==> src/rtl/mem_bridge_pkg.sv <==
`default_nettype none
// ============================================================================
// Module   : mem_bridge_pkg
// Purpose  : Shared encodings and helpers for the rv32e data-side memory
//            bridge: access size codes, bridge FSM state type, byte-lane
//            write-enable generation and write-data lane replication.
// Revision : 1.0 - initial release
// ============================================================================
package mem_bridge_pkg;

    // Access size field, cpu_data_mode_in[1:0]. Code 2'b11 is reserved and
    // is decoded everywhere as a word access.
    localparam logic [1:0] SZ_BYTE = 2'b00;
    localparam logic [1:0] SZ_HALF = 2'b01;
    localparam logic [1:0] SZ_WORD = 2'b10;

    typedef enum logic [1:0] {
        IDLE  = 2'd0,
        ISSUE = 2'd1,
        WAIT  = 2'd2
    } state_t;

    // Little-endian byte-lane enables for a write of the given size.
    function automatic logic [3:0] lane_mask(input logic [1:0] size,
                                             input logic [1:0] addr_lo);
        logic [3:0] mask;
        case (size)
            SZ_BYTE: mask = 4'b0001 << addr_lo;
            SZ_HALF: mask = addr_lo[1] ? 4'b1100 : 4'b0011;
            default: mask = 4'b1111;
        endcase
        return mask;
    endfunction

    // Copy the low-order write data into every lane it could land in, so
    // the lane enables alone decide which bytes the RAM takes.
    function automatic logic [31:0] replicate(input logic [1:0]  size,
                                              input logic [31:0] data);
        logic [31:0] rep;
        case (size)
            SZ_BYTE: rep = {4{data[7:0]}};
            SZ_HALF: rep = {2{data[15:0]}};
            default: rep = data;
        endcase
        return rep;
    endfunction

endpackage
`default_nettype wire

==> src/rtl/mem_lane_align.sv <==
`default_nettype none
// ============================================================================
// Module   : mem_lane_align
// Purpose  : Combinational read-data extraction. Selects the byte or
//            half-word lane addressed by addr_lo out of a RAM word and
//            sign- or zero-extends it to 32 bits.
// Ports    : word        - raw 32-bit RAM read word
//            size        - access size code (SZ_BYTE/SZ_HALF/word)
//            addr_lo     - byte address bits [1:0] of the access
//            is_unsigned - 1 = zero-extend, 0 = sign-extend
//            result      - aligned, extended load value
// Revision : 1.0 - initial release
// ============================================================================
module mem_lane_align
    import mem_bridge_pkg::*;
(
    input  logic [31:0] word,
    input  logic [1:0]  size,
    input  logic [1:0]  addr_lo,
    input  logic        is_unsigned,
    output logic [31:0] result
);

    logic [7:0]  w_byte;
    logic [15:0] w_half;

    always_comb begin
        w_byte = word[7:0];
        w_half = word[15:0];
        result = word;

        case (addr_lo)
            2'd0:    w_byte = word[7:0];
            2'd1:    w_byte = word[15:8];
            2'd2:    w_byte = word[23:16];
            default: w_byte = word[31:24];
        endcase

        if (addr_lo[1]) begin
            w_half = word[31:16];
        end

        case (size)
            SZ_BYTE: result = is_unsigned ? {24'h000000, w_byte}
                                          : {{24{w_byte[7]}}, w_byte};
            SZ_HALF: result = is_unsigned ? {16'h0000, w_half}
                                          : {{16{w_half[15]}}, w_half};
            default: result = word;
        endcase
    end

endmodule
`default_nettype wire

==> src/rtl/mem_bridge_rv32e.sv <==
`default_nettype none
// ============================================================================
// Module   : mem_bridge_rv32e
// Purpose  : Data-side bridge between the rv32e core and a synchronous
//            single-port scratchpad RAM. Accepts one core access per
//            unstalled cycle, issues it to the RAM for one cycle, holds the
//            core stalled for 1+WAIT_STATES cycles and returns aligned,
//            extended read data. Misaligned or out-of-range accesses are
//            suppressed and raise a sticky error flag.
// Ports    : clock, reset (async, active low)
//            cpu_addr_in/cpu_data_in/cpu_wb_in/cpu_data_mode_in - core access
//            cpu_data_out, cpu_stall_out                        - to core
//            mem_en_out/mem_wb_out/mem_addr_out/mem_data_out    - to RAM
//            mem_data_in                                        - from RAM
//            err_out                                            - sticky error
// Revision : 1.0 - initial release
// ============================================================================
module mem_bridge_rv32e
    import mem_bridge_pkg::*;
#(
    parameter int MEMORY_WIDTH = 16,
    parameter int WAIT_STATES  = 0
) (
    input  logic                    clock,
    input  logic                    reset,
    input  logic [31:0]             cpu_addr_in,
    input  logic [31:0]             cpu_data_in,
    input  logic [3:0]              cpu_wb_in,
    input  logic [2:0]              cpu_data_mode_in,
    output logic [31:0]             cpu_data_out,
    output logic                    cpu_stall_out,
    output logic                    mem_en_out,
    output logic [3:0]              mem_wb_out,
    output logic [MEMORY_WIDTH-3:0] mem_addr_out,
    output logic [31:0]             mem_data_out,
    input  logic [31:0]             mem_data_in,
    output logic                    err_out
);

    localparam logic [3:0] C_WAIT_INIT = 4'(WAIT_STATES);

    // ------------------------------------------------------------------
    // Decode of the access currently presented by the core
    // ------------------------------------------------------------------
    logic [1:0] w_size;
    logic       w_is_write;
    logic       w_misalign;
    logic       w_out_of_range;
    logic       w_err;

    assign w_size     = cpu_data_mode_in[1:0];
    assign w_is_write = |cpu_wb_in;
    // w_size[1] covers both the word code and the reserved code.
    assign w_misalign = ((w_size == SZ_HALF) && cpu_addr_in[0]) ||
                        (w_size[1] && (cpu_addr_in[1:0] != 2'b00));

    generate
        if (MEMORY_WIDTH < 32) begin : g_range_chk
            assign w_out_of_range = |cpu_addr_in[31:MEMORY_WIDTH];
        end else begin : g_full_range
            assign w_out_of_range = 1'b0;
        end
    endgenerate

    assign w_err = w_misalign | w_out_of_range;

    // ------------------------------------------------------------------
    // State and registered outputs
    // ------------------------------------------------------------------
    state_t                  r_state;
    logic [3:0]              r_cnt;
    logic [1:0]              r_size;
    logic                    r_uns;
    logic [1:0]              r_addr_lo;
    logic                    r_is_read;
    logic                    r_err_acc;
    logic                    r_bypass;
    logic                    r_stall;
    logic [31:0]             r_data_out;
    logic                    r_mem_en;
    logic [3:0]              r_mem_wb;
    logic [MEMORY_WIDTH-3:0] r_mem_addr;
    logic [31:0]             r_mem_data;
    logic                    r_err;

    logic [31:0] w_aligned;
    logic        w_done;

    mem_lane_align u_align (
        .word        (mem_data_in),
        .size        (r_size),
        .addr_lo     (r_addr_lo),
        .is_unsigned (r_uns),
        .result      (w_aligned)
    );

    // Last stalled cycle of the current access.
    assign w_done = ((r_state == ISSUE) && (r_cnt == 4'd0)) ||
                    ((r_state == WAIT)  && (r_cnt == 4'd1));

    always_ff @(posedge clock or negedge reset) begin
        if (!reset) begin
            r_state    <= IDLE;
            r_cnt      <= 4'd0;
            r_size     <= SZ_BYTE;
            r_uns      <= 1'b0;
            r_addr_lo  <= 2'b00;
            r_is_read  <= 1'b0;
            r_err_acc  <= 1'b0;
            r_bypass   <= 1'b0;
            r_stall    <= 1'b0;
            r_data_out <= 32'h0000_0000;
            r_mem_en   <= 1'b0;
            r_mem_wb   <= 4'b0000;
            r_mem_addr <= '0;
            r_mem_data <= 32'h0000_0000;
            r_err      <= 1'b0;
        end else begin
            // With no wait states the RAM word only arrives in the first
            // unstalled cycle; it is shown through combinationally for that
            // cycle and captured here on the following edge.
            if (r_bypass) begin
                r_data_out <= w_aligned;
                r_bypass   <= 1'b0;
            end

            case (r_state)
                IDLE: begin
                    r_size     <= w_size;
                    r_uns      <= cpu_data_mode_in[2];
                    r_addr_lo  <= cpu_addr_in[1:0];
                    r_is_read  <= ~w_is_write;
                    r_err_acc  <= w_err;
                    r_mem_en   <= ~w_err;
                    r_mem_wb   <= (w_is_write && !w_err) ?
                                  lane_mask(w_size, cpu_addr_in[1:0]) : 4'b0000;
                    r_mem_addr <= cpu_addr_in[MEMORY_WIDTH-1:2];
                    r_mem_data <= replicate(w_size, cpu_data_in);
                    if (w_err) begin
                        r_err <= 1'b1;
                    end
                    r_cnt   <= C_WAIT_INIT;
                    r_stall <= 1'b1;
                    r_state <= ISSUE;
                end
                ISSUE: begin
                    r_mem_en <= 1'b0;
                    r_mem_wb <= 4'b0000;
                    if (r_cnt != 4'd0) begin
                        r_state <= WAIT;
                    end
                end
                WAIT: begin
                    r_cnt <= r_cnt - 4'd1;
                end
                default: begin
                    r_state <= IDLE;
                end
            endcase

            if (w_done) begin
                r_state <= IDLE;
                r_stall <= 1'b0;
                if (r_is_read) begin
                    if (r_err_acc) begin
                        r_data_out <= 32'h0000_0000;
                    end else if (r_state == WAIT) begin
                        // RAM output has held since the cycle after ISSUE.
                        r_data_out <= w_aligned;
                    end else begin
                        r_bypass <= 1'b1;
                    end
                end
            end
        end
    end

    assign cpu_data_out  = r_bypass ? w_aligned : r_data_out;
    assign cpu_stall_out = r_stall;
    assign mem_en_out    = r_mem_en;
    assign mem_wb_out    = r_mem_wb;
    assign mem_addr_out  = r_mem_addr;
    assign mem_data_out  = r_mem_data;
    assign err_out       = r_err;

endmodule
`default_nettype wire

==> config.mk <==
export PLATFORM = sky130hd
export DESIGN_NAME = mem_bridge_rv32e
export DESIGN_NICKNAME = d
export VERILOG_FILES = /design/src/rtl/mem_bridge_pkg.sv /design/src/rtl/mem_lane_align.sv /design/src/rtl/mem_bridge_rv32e.sv
export SDC_FILE = /design/constraint.sdc
export NUM_CORES = 1
export LEC_CHECK = 0
export BUFFER_PORTS_ARGS = -buffer_cell sky130_fd_sc_hd__buf_2
export CORE_MARGIN = 1.5
export CORE_UTILIZATION = 40
export DETAILED_ROUTE_END_ITERATION = 7
export GPL_ROUTABILITY_DRIVEN = 0
export PLACE_DENSITY = 0.68
export SETUP_SLACK_MARGIN = 0.1
export SLEW_MARGIN = 20
export SYNTH_ARGS = -nofsm -noshare
export SYNTH_HDL_FRONTEND = slang
export SYNTH_SLANG_ARGS = --single-unit
==> constraint.sdc <==
create_clock -name clock -period 4.1 [get_ports clock]
set_input_delay 0.41 -clock clock [delete_from_list [all_inputs] [get_ports clock]]
set_output_delay 0.41 -clock clock [all_outputs]
set_load 0.02 [all_outputs]
==> flow_metrics.env <==
export IMPL_grt_pass1_vias=5065
export IMPL_core_region_area_um2=13140
export IMPL_htree_num_levels=3
export IMPL_design_die_area_um2=14030
export IMPL_cts_path_max_buffers=2
export IMPL_layout_worst_path_cycle_share_pct=83.20
export IMPL_synthesis_area_um2=5333
export IMPL_switching_share_pct=29.10
export IMPL_synth_commonest_cells="nand2_1 (134), dfrtp_1 (99), a21oi_1 (34)"
export IMPL_grt_start_max_net_pins=68
export IMPL_max_vdd_ir_drop_mv=0.1931
export IMPL_initial_core_util_pct=40.59
export IMPL_yosys_cell_count_top_type="nand2_1"
export IMPL_worst_clock_skew_on_the_final_layout_ns=0.005505
export IMPL_synth_ff_latch_count=99
export IMPL_multi_input_area_um2=2574
export IMPL_cell_count_after_synthesis=590
export IMPL_max_cap_violations=0
export IMPL_arrival_time_of_data_at_the_critical_path_endpoint_ns=3.00
export IMPL_power_net_switching_w=0.0006368
export IMPL_initialDrtViolationCount=309
export IMPL_numCtsBuffers=9
export IMPL_worst_tran_pin_value_ns=1.087
export IMPL_final_setup_viol_count=0
export IMPL_worst_hold_path_type="input port to async pin"
export IMPL_synth_ff_type="dfrtp_1"
export IMPL_final_net_count=857
export IMPL_via_per_inst=5.533
export IMPL_clock_insertion_delay_worst_skew_ns=0.35
export IMPL_port_buffer_count=189
export IMPL_maximum_clock_frequency_mhz=293.1
export IMPL_cts_hold_fix_buffers=0
export IMPL_critPathRequiredTime_ns=3.69
export IMPL_max_slew_margin_rel_pct=27.50
export IMPL_cts_setup_buffers=0
export IMPL_cell_internal_pwr_w=0.001551
export IMPL_sequentialPowerShare_pct=47.4
export IMPL_setup_worst_path_class="flop to output port"
export IMPL_tns_ns=0
export IMPL_yosys_area_top_type="dfrtp_1"
export IMPL_rows=42
export IMPL_area_growth_syn_to_layout_pct=24.50
export IMPL_average_size_of_a_mapped_cell_um2=9.038
export IMPL_pre_cts_slack_ns=1.070
export IMPL_synthesis_nets=697
export IMPL_wirelength_mm=16.23
export IMPL_power_clock_fraction_pct=38.9
export IMPL_synth_enable_flop_cells=0
export IMPL_yosys_warnings=0
export IMPL_globalRouteTotalUtil_pct=23.15
export IMPL_grt_setup_unrepaired="false"
export IMPL_drtAntennaViolNets=0
export IMPL_drt_drc_violations_left=0
export IMPL_global_route_wire_length_before_repair_mm=25.56
export IMPL_post_route_min_period_ns=3.411
export IMPL_number_of_distinct_library_cells_after_synthesis=47
export IMPL_dp_final_hpwl_mm=11.91
export IMPL_cts_clk_slew_worst_paths_ns=0.08
export IMPL_post_route_worst_setup_slack_ns=0.6887
export IMPL_drive_above_1_share_pct=34.97
export IMPL_total_of_cells_resized_after_clock_tree_synthesis=0
export IMPL_globalRouteOverflowTotal=0
export IMPL_diodes=0
export IMPL_n_fill_cell=1266
export IMPL_power_density_nw_per_um2=329.6
export IMPL_critical_path_endpoint_category="output port"
export IMPL_grt_antenna_before_repair=0
export IMPL_synth_largest_type_area_fraction_pct=46.46
export IMPL_worstPathMaxFanout=22
export IMPL_synth_sequential_area_ratio_pct=46.46
export IMPL_route_vias_total=5151
export IMPL_slew_violations=0
export IMPL_wl_per_cell_um=17.44
export IMPL_clock_tree_from_tritoncts="built"
export IMPL_run_status="completed"
export IMPL_power_leakage_nw=3.519
export IMPL_sequential_cell_area_um2=2477
export IMPL_die_w_um=118.5
export IMPL_numClockSinks=99
export IMPL_firstDrtPassIters=5
export IMPL_hold_viol_final=0
export IMPL_synth_async_reset_ratio_pct=100.0
export IMPL_ys_top_cells_by_area="dfrtp_1 (46%), nand2_1 (9.4%), mux2_2 (5.3%)"
export IMPL_ioPinCount=190
export IMPL_cp_start_kind="flop"
export IMPL_clock_root_buffer="clkbuf_16"
export IMPL_die_height_um=118.5
export IMPL_part_of_the_total_power_dissipated_in_combinational_logic_pct=13.7
-- placed cells by master, fill, tap and decap left out, types with 2 or more instances in the layout --
master / synthesis / layout
mux2i_1: 28 / 28
or3_1: 4 / 4
nor3_1: 16 / 16
mux2_2: 25 / 25
buf_4: 2 / 6
a21oi_1: 34 / 34
a31oi_1: 14 / 14
o22ai_1: 7 / 7
nand2_1: 134 / 134
inv_1: 23 / 23
nor2_1: 31 / 31
clkbuf_16: 0 / 9
dfrtp_1: 99 / 99
a21o_1: 10 / 10
nor2_2: 2 / 2
clkinv_4: 0 / 2
buf_2: 9 / 188
a32o_1: 4 / 4
nand2b_1: 4 / 4
nor2b_1: 3 / 3
ha_1: 2 / 2
o21ai_0: 31 / 31
nand3_1: 15 / 15
nor4_1: 11 / 11
o221a_2: 18 / 18
o211a_1: 7 / 7
inv_8: 0 / 4
a22o_1: 2 / 2
or2_2: 3 / 3
-- state kept, by name, summed over array words and instances, names as in the netlist --
| name | flops |
|---|---|
| cpu_stall_out | 1 |
| r_state | 2 |
| r_is_read | 1 |
| err_out | 1 |
| mem_addr_out | 14 |
| r_addr_lo | 2 |
| r_uns | 1 |
| r_size | 2 |
| mem_en_out | 1 |
| r_cnt | 4 |
| r_err_acc | 1 |
| mem_wb_out | 4 |
| mem_data_out | 32 |
| r_data_out | 32 |
| r_bypass | 1 |
-- worst max-delay path, cell delays in order, from the launching register on --
cell and delay (ns):
dfrtp_1 0.80, mux2_4 0.36, a21o_1 0.21, o32ai_4 0.65
a21oi_1 0.13, mux2_2 0.33, buf_2 0.16
-- area by class of cell --
type / count / area share, %
Sequential cell: 99 / 37.32
Inverter: 23 / 1.300
Multi-Input combinational cell: 423 / 38.77
Clock buffer: 9 / 3.392
Timing Repair Buffer: 194 / 14.85
Tap cell: 176 / 3.317
Clock inverter: 7 / 1.055
-- kinds of logic after synthesis --
family,after synthesis,synth area share [%]
AO/OA/AOI/OAI,138,18.25
buffers and inverters,68,5.279
AND/OR/NAND/NOR,229,18.72
flip-flops,99,46.46
adder cells (fa/ha/maj),2,0.4692
multiplexers,54,10.82
-- power groups by stage --
stage / registers (W) / clock network [W] / logic (W)
3_5_place_dp: 0.00105 / 0 / 0.000301
4_1_cts: 0.00104 / 0.000874 / 0.000301
2_1_floorplan: 0.00108 / 0 / 0.000125
3_3_place_gp: 0.00105 / 0 / 0.000292
6_report: 0.00104 / 0.000851 / 0.000300
5_1_grt: 0.00104 / 0.000910 / 0.000329
-- worst paths after layout --
kind	to	slack, ns	cells past startpoint	startpoint
min in group clock	mem_addr_out[12]	0.25	3	cpu_addr_in[14]
worst max register to register	r_data_out[31]	1.37	5	r_state[1]
max in group asynchronous	mem_data_out[23]	2.97	2	reset
worst min-delay path	r_data_out[21]	0.17	1	reset
worst max-delay path	cpu_data_out[24]	0.69	6	r_addr_lo[1]
worst min register to register	mem_data_out[7]	0.48	2	mem_data_out[7]
-- stage by stage --
| stage | area (um2) | hold slack (ns) | util [%] | power, W | instances |
|---|---|---|---|---|---|
| floorplan | 5333 | 0.1144 | - | 0.001207 | 590 |
| global placement | 6344 | 0.4546 | 48.29 | 0.001346 | 915 |
| detailed placement | 6344 | 0.4591 | 48.29 | 0.001355 | 915 |
| CTS | 6639 | 0.1992 | 50.53 | 0.002212 | 931 |
| global route | 6639 | 0.2429 | 50.53 | 0.002281 | 931 |
| finish | 6639 | 0.1699 | 50.53 | 0.002188 | 931 |
-- layer usage --
metal,vias up,part of all wire [%],track usage [%]
met5,-,0,0
met4,0,3.7,11.82
met3,44,7.9,5.068
met2,280,48,39.46
met1,2441,41,27.49
li1,2386,-,-
No activity file was read; power rests on OpenSTA's default activity.
